[src/rtl/nim_pkg.sv]
// rtl/nim_pkg.sv - shared state type and heap-load helper for the nim engine
package nim_pkg;

   typedef enum logic [1:0] {
      ST_IDLE   = 2'd0,
      ST_SELECT = 2'd1,
      ST_TAKING = 2'd2,
      ST_OVER   = 2'd3
   } nim_state_e;

   function automatic int init_heap(input int row, input int max_v);
      return (2 * row + 1 < max_v) ? 2 * row + 1 : max_v;
   endfunction

endpackage

[src/rtl/score_counter.sv]
// rtl/score_counter.sv - saturating up counter with synchronous clear (clear wins)
module score_counter #(
   parameter int MAX = 9,
   parameter int W   = $clog2(MAX + 1)
) (
   input  logic         clk,
   input  logic         rst_n,
   input  logic         clr,
   input  logic         inc,
   output logic [W-1:0] cnt
);

   logic [W-1:0] cnt_q, cnt_d;

   always_comb begin
      cnt_d = cnt_q;
      if (clr)
         cnt_d = '0;
      else if (inc && cnt_q != W'(MAX))
         cnt_d = cnt_q + W'(1);
   end

   always_ff @(posedge clk or negedge rst_n) begin
      if (!rst_n) cnt_q <= '0;
      else        cnt_q <= cnt_d;
   end

   assign cnt = cnt_q;

endmodule

[src/rtl/nim_engine.sv]
// rtl/nim_engine.sv - multi-player nim referee: heaps, turn rotation, winner and scores
module nim_engine
   import nim_pkg::*;
#(
   parameter int NUM_ROWS    = 4,
   parameter int MAX_ITEMS   = 8,
   parameter int NUM_PLAYERS = 2,
   parameter int MISERE      = 1,
   parameter int SCORE_MAX   = 9,
   localparam int CW = $clog2(MAX_ITEMS + 1),
   localparam int PW = (NUM_PLAYERS > 2) ? $clog2(NUM_PLAYERS) : 1,
   localparam int RW = (NUM_ROWS > 1) ? $clog2(NUM_ROWS) : 1,
   localparam int SW = $clog2(SCORE_MAX + 1)
) (
   input  logic                      clk,
   input  logic                      reset,
   input  logic                      new_game,
   input  logic                      clr_scores,
   input  logic [NUM_ROWS-1:0]       take,
   input  logic                      commit,
   output logic [NUM_ROWS*CW-1:0]    heap_cnt,
   output logic [PW-1:0]             player_turn,
   output logic [RW-1:0]             sel_row,
   output logic                      row_locked,
   output logic                      illegal,
   output logic                      game_over,
   output logic [PW-1:0]             winner,
   output logic [NUM_PLAYERS*SW-1:0] score
);

   nim_state_e       state_q, state_d;
   logic [CW-1:0]    heap_q [NUM_ROWS];
   logic [CW-1:0]    heap_d [NUM_ROWS];
   logic [CW-1:0]    heap_take [NUM_ROWS];
   logic [PW-1:0]    turn_q, turn_d, winner_q, winner_d, next_turn;
   logic [RW-1:0]    sel_q, sel_d, take_row;
   logic             locked_q, locked_d, illegal_q, illegal_d;
   logic             take_any, take_ok, all_zero;
   logic [NUM_PLAYERS-1:0] score_inc;

   assign next_turn = (turn_q == PW'(NUM_PLAYERS - 1)) ? '0 : turn_q + PW'(1);

   // Only the lowest requested row counts; descending scan lets it overwrite higher ones.
   always_comb begin
      take_any = 1'b0;
      take_row = '0;
      for (int r = NUM_ROWS - 1; r >= 0; r--) begin
         if (take[r]) begin
            take_any = 1'b1;
            take_row = RW'(r);
         end
      end
   end

   // Heaps after this cycle's take, so a same-cycle commit sees the updated counts.
   always_comb begin
      take_ok = 1'b0;
      if (take_any && heap_q[take_row] != '0) begin
         if (state_q == ST_SELECT)
            take_ok = 1'b1;
         else if (state_q == ST_TAKING && take_row == sel_q)
            take_ok = 1'b1;
      end
      all_zero = 1'b1;
      for (int r = 0; r < NUM_ROWS; r++) begin
         heap_take[r] = heap_q[r];
         if (take_ok && take_row == RW'(r))
            heap_take[r] = heap_q[r] - CW'(1);
         if (heap_take[r] != '0)
            all_zero = 1'b0;
      end
   end

   always_comb begin
      state_d = state_q;
      if (new_game) begin
         state_d = ST_SELECT;
      end else begin
         case (state_q)
            ST_SELECT: if (take_ok) state_d = ST_TAKING;
            ST_TAKING: if (commit)  state_d = all_zero ? ST_OVER : ST_SELECT;
            default:   state_d = state_q;
         endcase
      end
   end

   always_comb begin
      heap_d    = heap_q;
      turn_d    = turn_q;
      sel_d     = sel_q;
      locked_d  = locked_q;
      illegal_d = 1'b0;
      winner_d  = winner_q;
      score_inc = '0;
      if (new_game) begin
         for (int r = 0; r < NUM_ROWS; r++)
            heap_d[r] = CW'(init_heap(r, MAX_ITEMS));
         turn_d   = '0;
         sel_d    = '0;
         locked_d = 1'b0;
         winner_d = '0;
      end else begin
         case (state_q)
            ST_SELECT: begin
               heap_d    = heap_take;
               illegal_d = (take_any && !take_ok) || commit;
               if (take_ok) begin
                  sel_d    = take_row;
                  locked_d = 1'b1;
               end
            end
            ST_TAKING: begin
               heap_d    = heap_take;
               illegal_d = take_any && !take_ok;
               if (commit) begin
                  if (all_zero) begin
                     winner_d            = (MISERE != 0) ? next_turn : turn_q;
                     score_inc[winner_d] = 1'b1;
                  end else begin
                     turn_d   = next_turn;
                     locked_d = 1'b0;
                  end
               end
            end
            default: ;
         endcase
      end
   end

   always_ff @(posedge clk or negedge reset) begin
      if (!reset) begin
         state_q   <= ST_IDLE;
         for (int r = 0; r < NUM_ROWS; r++)
            heap_q[r] <= '0;
         turn_q    <= '0;
         sel_q     <= '0;
         locked_q  <= 1'b0;
         illegal_q <= 1'b0;
         winner_q  <= '0;
      end else begin
         state_q   <= state_d;
         heap_q    <= heap_d;
         turn_q    <= turn_d;
         sel_q     <= sel_d;
         locked_q  <= locked_d;
         illegal_q <= illegal_d;
         winner_q  <= winner_d;
      end
   end

   for (genvar r = 0; r < NUM_ROWS; r++) begin : g_heap
      assign heap_cnt[r*CW +: CW] = heap_q[r];
   end

   for (genvar p = 0; p < NUM_PLAYERS; p++) begin : g_score
      score_counter #(.MAX(SCORE_MAX), .W(SW)) u_score (
         .clk   (clk),
         .rst_n (reset),
         .clr   (clr_scores),
         .inc   (score_inc[p]),
         .cnt   (score[p*SW +: SW])
      );
   end

   assign player_turn = turn_q;
   assign sel_row     = sel_q;
   assign row_locked  = locked_q;
   assign illegal     = illegal_q;
   assign game_over   = (state_q == ST_OVER);
   assign winner      = winner_q;

endmodule

[config.mk]
export PLATFORM = sky130hd
export DESIGN_NAME = nim_engine
export DESIGN_NICKNAME = d
export VERILOG_FILES = /design/src/rtl/nim_pkg.sv /design/src/rtl/score_counter.sv /design/src/rtl/nim_engine.sv
export SDC_FILE = /design/constraint.sdc
export NUM_CORES = 1
export LEC_CHECK = 0
export CAP_MARGIN = 5
export CORE_MARGIN = 4
export CORE_UTILIZATION = 25
export DETAILED_ROUTE_END_ITERATION = 16
export HOLD_SLACK_MARGIN = 0.06
export PLACE_DENSITY = 0.5
export SYNTH_ARGS = -nofsm -noshare
export SYNTH_HDL_FRONTEND = slang
export SYNTH_SLANG_ARGS = --single-unit
[constraint.sdc]
create_clock -name clk -period 3.9 [get_ports clk]
set_clock_uncertainty 0.15 [all_clocks]
set_input_delay 0.585 -clock clk [delete_from_list [all_inputs] [get_ports clk]]
set_output_delay 0.585 -clock clk [all_outputs]
set_load 0.005 [all_outputs]
# After elaboration in Yosys (flattened, before gate mapping)
# Cells that the tools add are included.
# totals
in_bits	9
ff_bits	32
word_cells	127
# classes
n_reduce_logical	33
n_lt_le_gt_ge	3
muxes	58
bitwise_logic	1
addsub	7
eq_ne	13
# ops
cell	n
2-to-1 mux 4 bit	10
2-to-1 mux 16 bit	2
2-to-1 mux 2 bit	15
2-to-1 mux 1 bit	26
nonzero test 4 bit	5
nonzero test 2 bit	8
subtractor 4 x 1 -> 4 bit, second input constant	4
logical AND 1 bit	10
!= test 3 bit, second input constant	3
AND reduction 3 bit	3
adder 4 x 1 -> 4 bit, second input constant	2
binary-select mux 4 bit (select 2 bit)	1
== test 2 bit, second input constant	4
!= test 4 bit, second input constant	2
== test 2 x 1 -> 1 bit, second input constant	2
case mux 1 bit (2 select lines)	2
case mux 2 bit (2 select lines)	1
AND reduction 4 bit	1
greater-or-equal comparator 3 bit, second input constant	1
inverter 2 -> 3 bit	1
nonzero test 3 bit	1
== test 2 bit	1
zero test 2 bit	1
< comparator 1 x 2 -> 1 bit, second input constant	1
other kinds (8)	8

# Longest topological paths before layout
# depth
ltp_word	25
ltp_mapped	11
ltp_nobuf	10

# Modules after synthesis
# A second synthesis with hierarchy kept.
# unflattened
hier_cells	264
hier_area_um2	2379.8
# modules_own_cells
mod	cells_each	n_inst	area_each_um2
nim_engine	220	1	1914.3
score_counter	22	2	232.7

# Worst setup path before layout
# Ideal clock, no wire load.
# synth_timing
path_type	in2reg
from	in take[2]
to	reg g_score[0].u_score.cnt_q[3]
t_required_ps	3625
path_stages	9
setup_slack_ps	728
arrival_time_ps	2898
setup_ps	125
path_buffers	1
cell_sequence	or2_4 -> and4_4 -> o211a_1 -> o22ai_2 -> o311ai_1 -> a2111o_1 -> buf_2 -> nor4_1 -> mux2_2
# synth_via
elab_chain_cells	23
word_cells_on_any_way	43
classes_between	4 x eq/ne; 24 x mux; 1 x bitwise; 14 x reduce/logical
# synth_rtl
item	line_no	rtl
from (decl)	nim_engine.sv:19	input logic [NUM_ROWS-1:0] take,
2-to-1 mux 2 bit (3 in series)	nim_engine.sv:48	if (take[r]) begin
inverter 2 -> 3 bit (implied by the code)	nim_engine.sv:58	if (take_any && heap_q[take_row] != '0) begin
binary-select mux 4 bit (select 2 bit)	nim_engine.sv:58	
2-to-1 mux 4 bit (implied by the code) (2 in series)	nim_engine.sv:58	
nonzero test 4 bit	nim_engine.sv:58	
logical AND 1 bit	nim_engine.sv:58	
2-to-1 mux 1 bit	nim_engine.sv:58	
logical AND 1 bit	nim_engine.sv:67	if (take_ok && take_row == RW'(r))
(+2 left out)	--	
2-to-1 mux 1 bit (3 in series)	nim_engine.sv:69	if (heap_take[r] != '0)
2-to-1 mux 1 bit (*)	nim_engine.sv:69	
2-to-1 mux 2 bit (*)	nim_engine.sv:116	if (all_zero) begin
2-to-1 mux 2 bit (*)	nim_engine.sv:115	if (commit) begin
2-to-1 mux 2 bit (*)	nim_engine.sv:103	case (state_q)
2-to-1 mux 2 bit (*)	nim_engine.sv:95	if (new_game) begin
logical AND 1 bit (*)	score_counter.sv:19	else if (inc && cnt_q != W'(MAX))
nonzero test 2 bit (no line) (*)	--	
to (signal assigned)	score_counter.sv:25	else cnt_q <= cnt_d;
to (decl)	score_counter.sv:13	logic [W-1:0] cnt_q, cnt_d;
# Every way passes the cells marked *; elsewhere a longest branch is shown, timed or not. The select of a mux whose other input is x is not followed.
# A chain may end at the register's enable or synchronous reset.

# Worst setup path after layout
# layout_timing
from	in take[1]
to	reg g_score[0].u_score.cnt_q[2]
# layout_via
elab_chain_cells	22
word_cells_on_any_way	41
classes_between	4 x eq/ne; 22 x mux; 1 x bitwise; 14 x reduce/logical
# layout_rtl
item	line_no
2-to-1 mux 2 bit (2 in series)	nim_engine.sv:48
inverter 2 -> 3 bit (implied by the code)	nim_engine.sv:58
binary-select mux 4 bit (select 2 bit)	nim_engine.sv:58
2-to-1 mux 4 bit (implied by the code) (2 in series)	nim_engine.sv:58
nonzero test 4 bit	nim_engine.sv:58
logical AND 1 bit	nim_engine.sv:58
2-to-1 mux 1 bit	nim_engine.sv:58
logical AND 1 bit	nim_engine.sv:67
(+2 left out)	--
2-to-1 mux 1 bit (3 in series)	nim_engine.sv:69
2-to-1 mux 1 bit (*)	nim_engine.sv:69
2-to-1 mux 2 bit (*)	nim_engine.sv:116
2-to-1 mux 2 bit (*)	nim_engine.sv:115
2-to-1 mux 2 bit (*)	nim_engine.sv:103
2-to-1 mux 2 bit (*)	nim_engine.sv:95
logical AND 1 bit (*)	score_counter.sv:19
nonzero test 2 bit (no line) (*)	--
# Marks and branches as above.

==> flow_metrics.py <==
metrics = {
    "die": {
        "floorplan.rows": 34,
        "core_box_area_um2": 8891,
        "die_w_um": 104.4,
        "die_area_um2": 10900,
        "die_h_um": 104.4,
        "top_level_port_count": 40,
        "effective_utilization_at_floorplan_pct": 26.13,
    },
    "global_route": {
        "grt_first_pass_wirelength_um": 11720,
        "maximum_number_of_pins_on_one_net_before_global_route_repair": 33,
        "first_global_vias": 2239,
        "gr-usage-all-layers_pct": 13.20,
        "grt-ovfl-total": 0,
        "antenna_found_initial": 0,
    },
    "place": {
        "gp_congestion": 0.8759,
        "postPlaceCellArea_um2": 2969,
        "place.port_buffers": 39,
        "placedCellCount": 424,
        "dp_hpwl_um": 5223,
    },
    "synthesis": {
        "synthArstFlopShare_pct": 100.0,
        "synthesis.area_per_instance_um2": 8.768,
        "synth.yosys.seq_area_share_pct": 34.46,
        "synth_seq_cells": 32,
        "netlist-cell-type-count": 63,
        "synth_cells": 265,
        "synth.net_count": 285,
        "syn_area_um2": 2323,
        "synth-warning-count": 0,
        "synth-edff-count": 0,
        "postSynth.topFlopCell": "sky130_fd_sc_hd__dfrtp_1",
    },
    "power": {
        "vdd.ir_drop.worst_mv": 0.1518,
        "power_uw": 1386,
        "power_per_cell_area_nw_per_um2": 450.4,
        "p_leak_uw": 0.001273,
    },
    "cells_and_area": {
        "area_growth_syn_to_layout_pct": 32.42,
        "final_layout_size_suffix_gt1_share_pct": 13.27,
        "stdcell_area_um2": 3077,
        "finish.cell_count_without_fillers": 432,
        "antennaDiodeCount": 0,
        "final_common_cell": "sky130_fd_sc_hd__clkdlybuf4s50_1",
        "layout.nets": 343,
        "layout.cells.most_common_list": "sky130_fd_sc_hd__clkdlybuf4s50_1, sky130_fd_sc_hd__dfrtp_1, sky130_fd_sc_hd__nand2_1, sky130_fd_sc_hd__buf_4, sky130_fd_sc_hd__inv_1",
    },
    "detailed_routing": {
        "vias": 2232,
        "antenna_left": 0,
        "viasPerCell": 5.167,
        "route.final.wire_length_um": 6940,
        "drt_drc_violations_left": 0,
        "dr_wl_cell_um": 16.06,
        "drt-pass1-iter-count": 4,
        "drt-initial-drc-count": 114,
    },
    "timing": {
        "report.final.setup_viol": 0,
        "max_freq_mhz": 276.1,
        "report.final.hold_viol_count": 0,
        "final-max-slew-violation-count": 0,
        "timing.slew.headroom_pct": 70.51,
        "max_slew.worst_pin.slew_ps": 435.5,
        "rsz_0062_raised_after_global_routing": "false",
        "period_needed_ps": 3622,
        "timing.hold.ws_ps": 407.0,
        "finalCritPeriodShare_pct": 92.88,
    },
    "outcome": {
        "outcome": "complete, no violations",
    },
    "critical_path": {
        "worst-endpoint-arrival_ps": 3660,
        "worst-setup-path-type": "in2reg",
        "capturing_element_type_of_the_critical_path": "register",
        "required_ps": 3930,
        "critPathMaxFanout": 12,
        "start_kind": "input port",
    },
    "job": {
        "maxCapViolCount": 0,
    },
    "clock_network": {
        "cts.htree.levels": 2,
        "root_buffer_cell": "sky130_fd_sc_hd__clkbuf_8",
        "cts.sinks": 32,
        "clock_pin_slew_reported_for_the_worst_setup_and_hold_paths_after_clock_tree_synthesis_ps": 80,
        "clock_latency_ps": 290,
        "cts_setup_buffers": 0,
        "hold_buffers": 0,
        "maximum_root_to_sink_buffer_count": 2,
        "cts_buffer_count": 5,
        "post_cts.resized_instances": 0,
        "cts_tree": "yes",
    },
    "worst_hold_path": {
        "worst_hold_path_type": "reg2reg",
    },
}
## flip-flops by register name, summed over array words and instances, names as in the netlist
| signal | count |
|---|---|
| row_locked | 1 |
| player_turn | 1 |
| heap_cnt | 16 |
| state_q | 2 |
| winner | 1 |
| sel_row | 2 |
| illegal | 1 |
| g_score.u_score.cnt | 8 |
## power breakdown
group          internal (uW)  total, uW  switching [uW]
clock                    190        329             139
sequential               375        437            61.7
combinational            285        620             335
total                    850       1390             536
## area by class of cell
class	count	area [um^2]
Clock buffer	6	72.57
Inverter	20	75.07
Clock inverter	2	35.03
Multi-Input combinational cell	203	1403
Sequential cell	32	800.8
Tap cell	108	135.1
Timing Repair Buffer	61	555.5
Fill cell	917	5814
## cell usage after synthesis (4+ instances only)
cell type                   n  area [um^2]
sky130_fd_sc_hd__dfrtp_1   32        800.8
sky130_fd_sc_hd__nor2_1    18        67.56
sky130_fd_sc_hd__o21ai_0    6        30.03
sky130_fd_sc_hd__inv_1     20        75.07
sky130_fd_sc_hd__nand4_1    4        25.02
sky130_fd_sc_hd__xor2_1     4        35.03
sky130_fd_sc_hd__nor3_1     6        30.03
sky130_fd_sc_hd__and3_1     6        37.54
sky130_fd_sc_hd__or4_1      4        30.03
sky130_fd_sc_hd__nor4_1     6        37.54
sky130_fd_sc_hd__nand2_1   23        86.33
sky130_fd_sc_hd__a311oi_1   4        35.03
sky130_fd_sc_hd__ha_1      11        137.6
sky130_fd_sc_hd__nand3_1   14        70.07
sky130_fd_sc_hd__a21oi_1   16        80.08
sky130_fd_sc_hd__clkbuf_1   5        18.77
sky130_fd_sc_hd__o31ai_1    8        60.06
sky130_fd_sc_hd__mux2i_1    4        40.04
sky130_fd_sc_hd__nor2b_1    5        31.28
## metrics by stage
stage	worst slack (ps)	util [%]	TNS (ps)
after global placement	-24.78	33.39	-24.78
after floorplan	727.8	-	0
after global routing	61.92	34.60	0
after CTS	287.5	34.60	0
final	277.5	34.60	0
after detailed placement	-24.32	33.39	-24.32
## worst max-delay path, cell delays in order
cell	delay, ps
sky130_fd_sc_hd__clkdlybuf4s50_1	500
sky130_fd_sc_hd__buf_4	210
sky130_fd_sc_hd__nor3_1	90
sky130_fd_sc_hd__o32ai_1	220
sky130_fd_sc_hd__nand4_1	250
sky130_fd_sc_hd__o22ai_2	270
sky130_fd_sc_hd__o311ai_1	180
sky130_fd_sc_hd__a2111o_1	580
sky130_fd_sc_hd__nor4_1	410
sky130_fd_sc_hd__mux2_1	360
## cells by family after synthesis
group | share of synthesized area, %
simple gates | 26.71
compound gates | 22.40
flops | 34.46
buf+inv | 5.169
fa+ha+maj | 5.923
xor+xnor | 2.639
mux | 2.693
## per-layer routing
metal,wire length (um),vias to the layer above,global-route usage [%]
li1,-,1106,-
met1,3380,1075,18.14
met2,3192,45,21.13
met3,274,6,2.421
met4,93,0,3.704
met5,0,-,0
## path summary, 6_finish.rpt
check,startpoint,end,slack [ps],depth (start not counted)
setup / recovery,take[1],g_score[0].u_score.cnt[2]$_DFFE_PN0P_,280,10
hold / removal,winner$_DFFE_PN0P_,winner$_DFFE_PN0P_,410,2
setup reg to reg,state_q[0]$_DFFE_PN0P_,g_score[0].u_score.cnt[2]$_DFFE_PN0P_,510,10
hold reg to reg,winner$_DFFE_PN0P_,winner$_DFFE_PN0P_,410,2
max in group asynchronous,reset,heap_cnt[5]$_DFFE_PN0P_,2720,2
min in group asynchronous,reset,heap_cnt[12]$_DFFE_PN0P_,560,2
(Power assumes the default switching activity.)
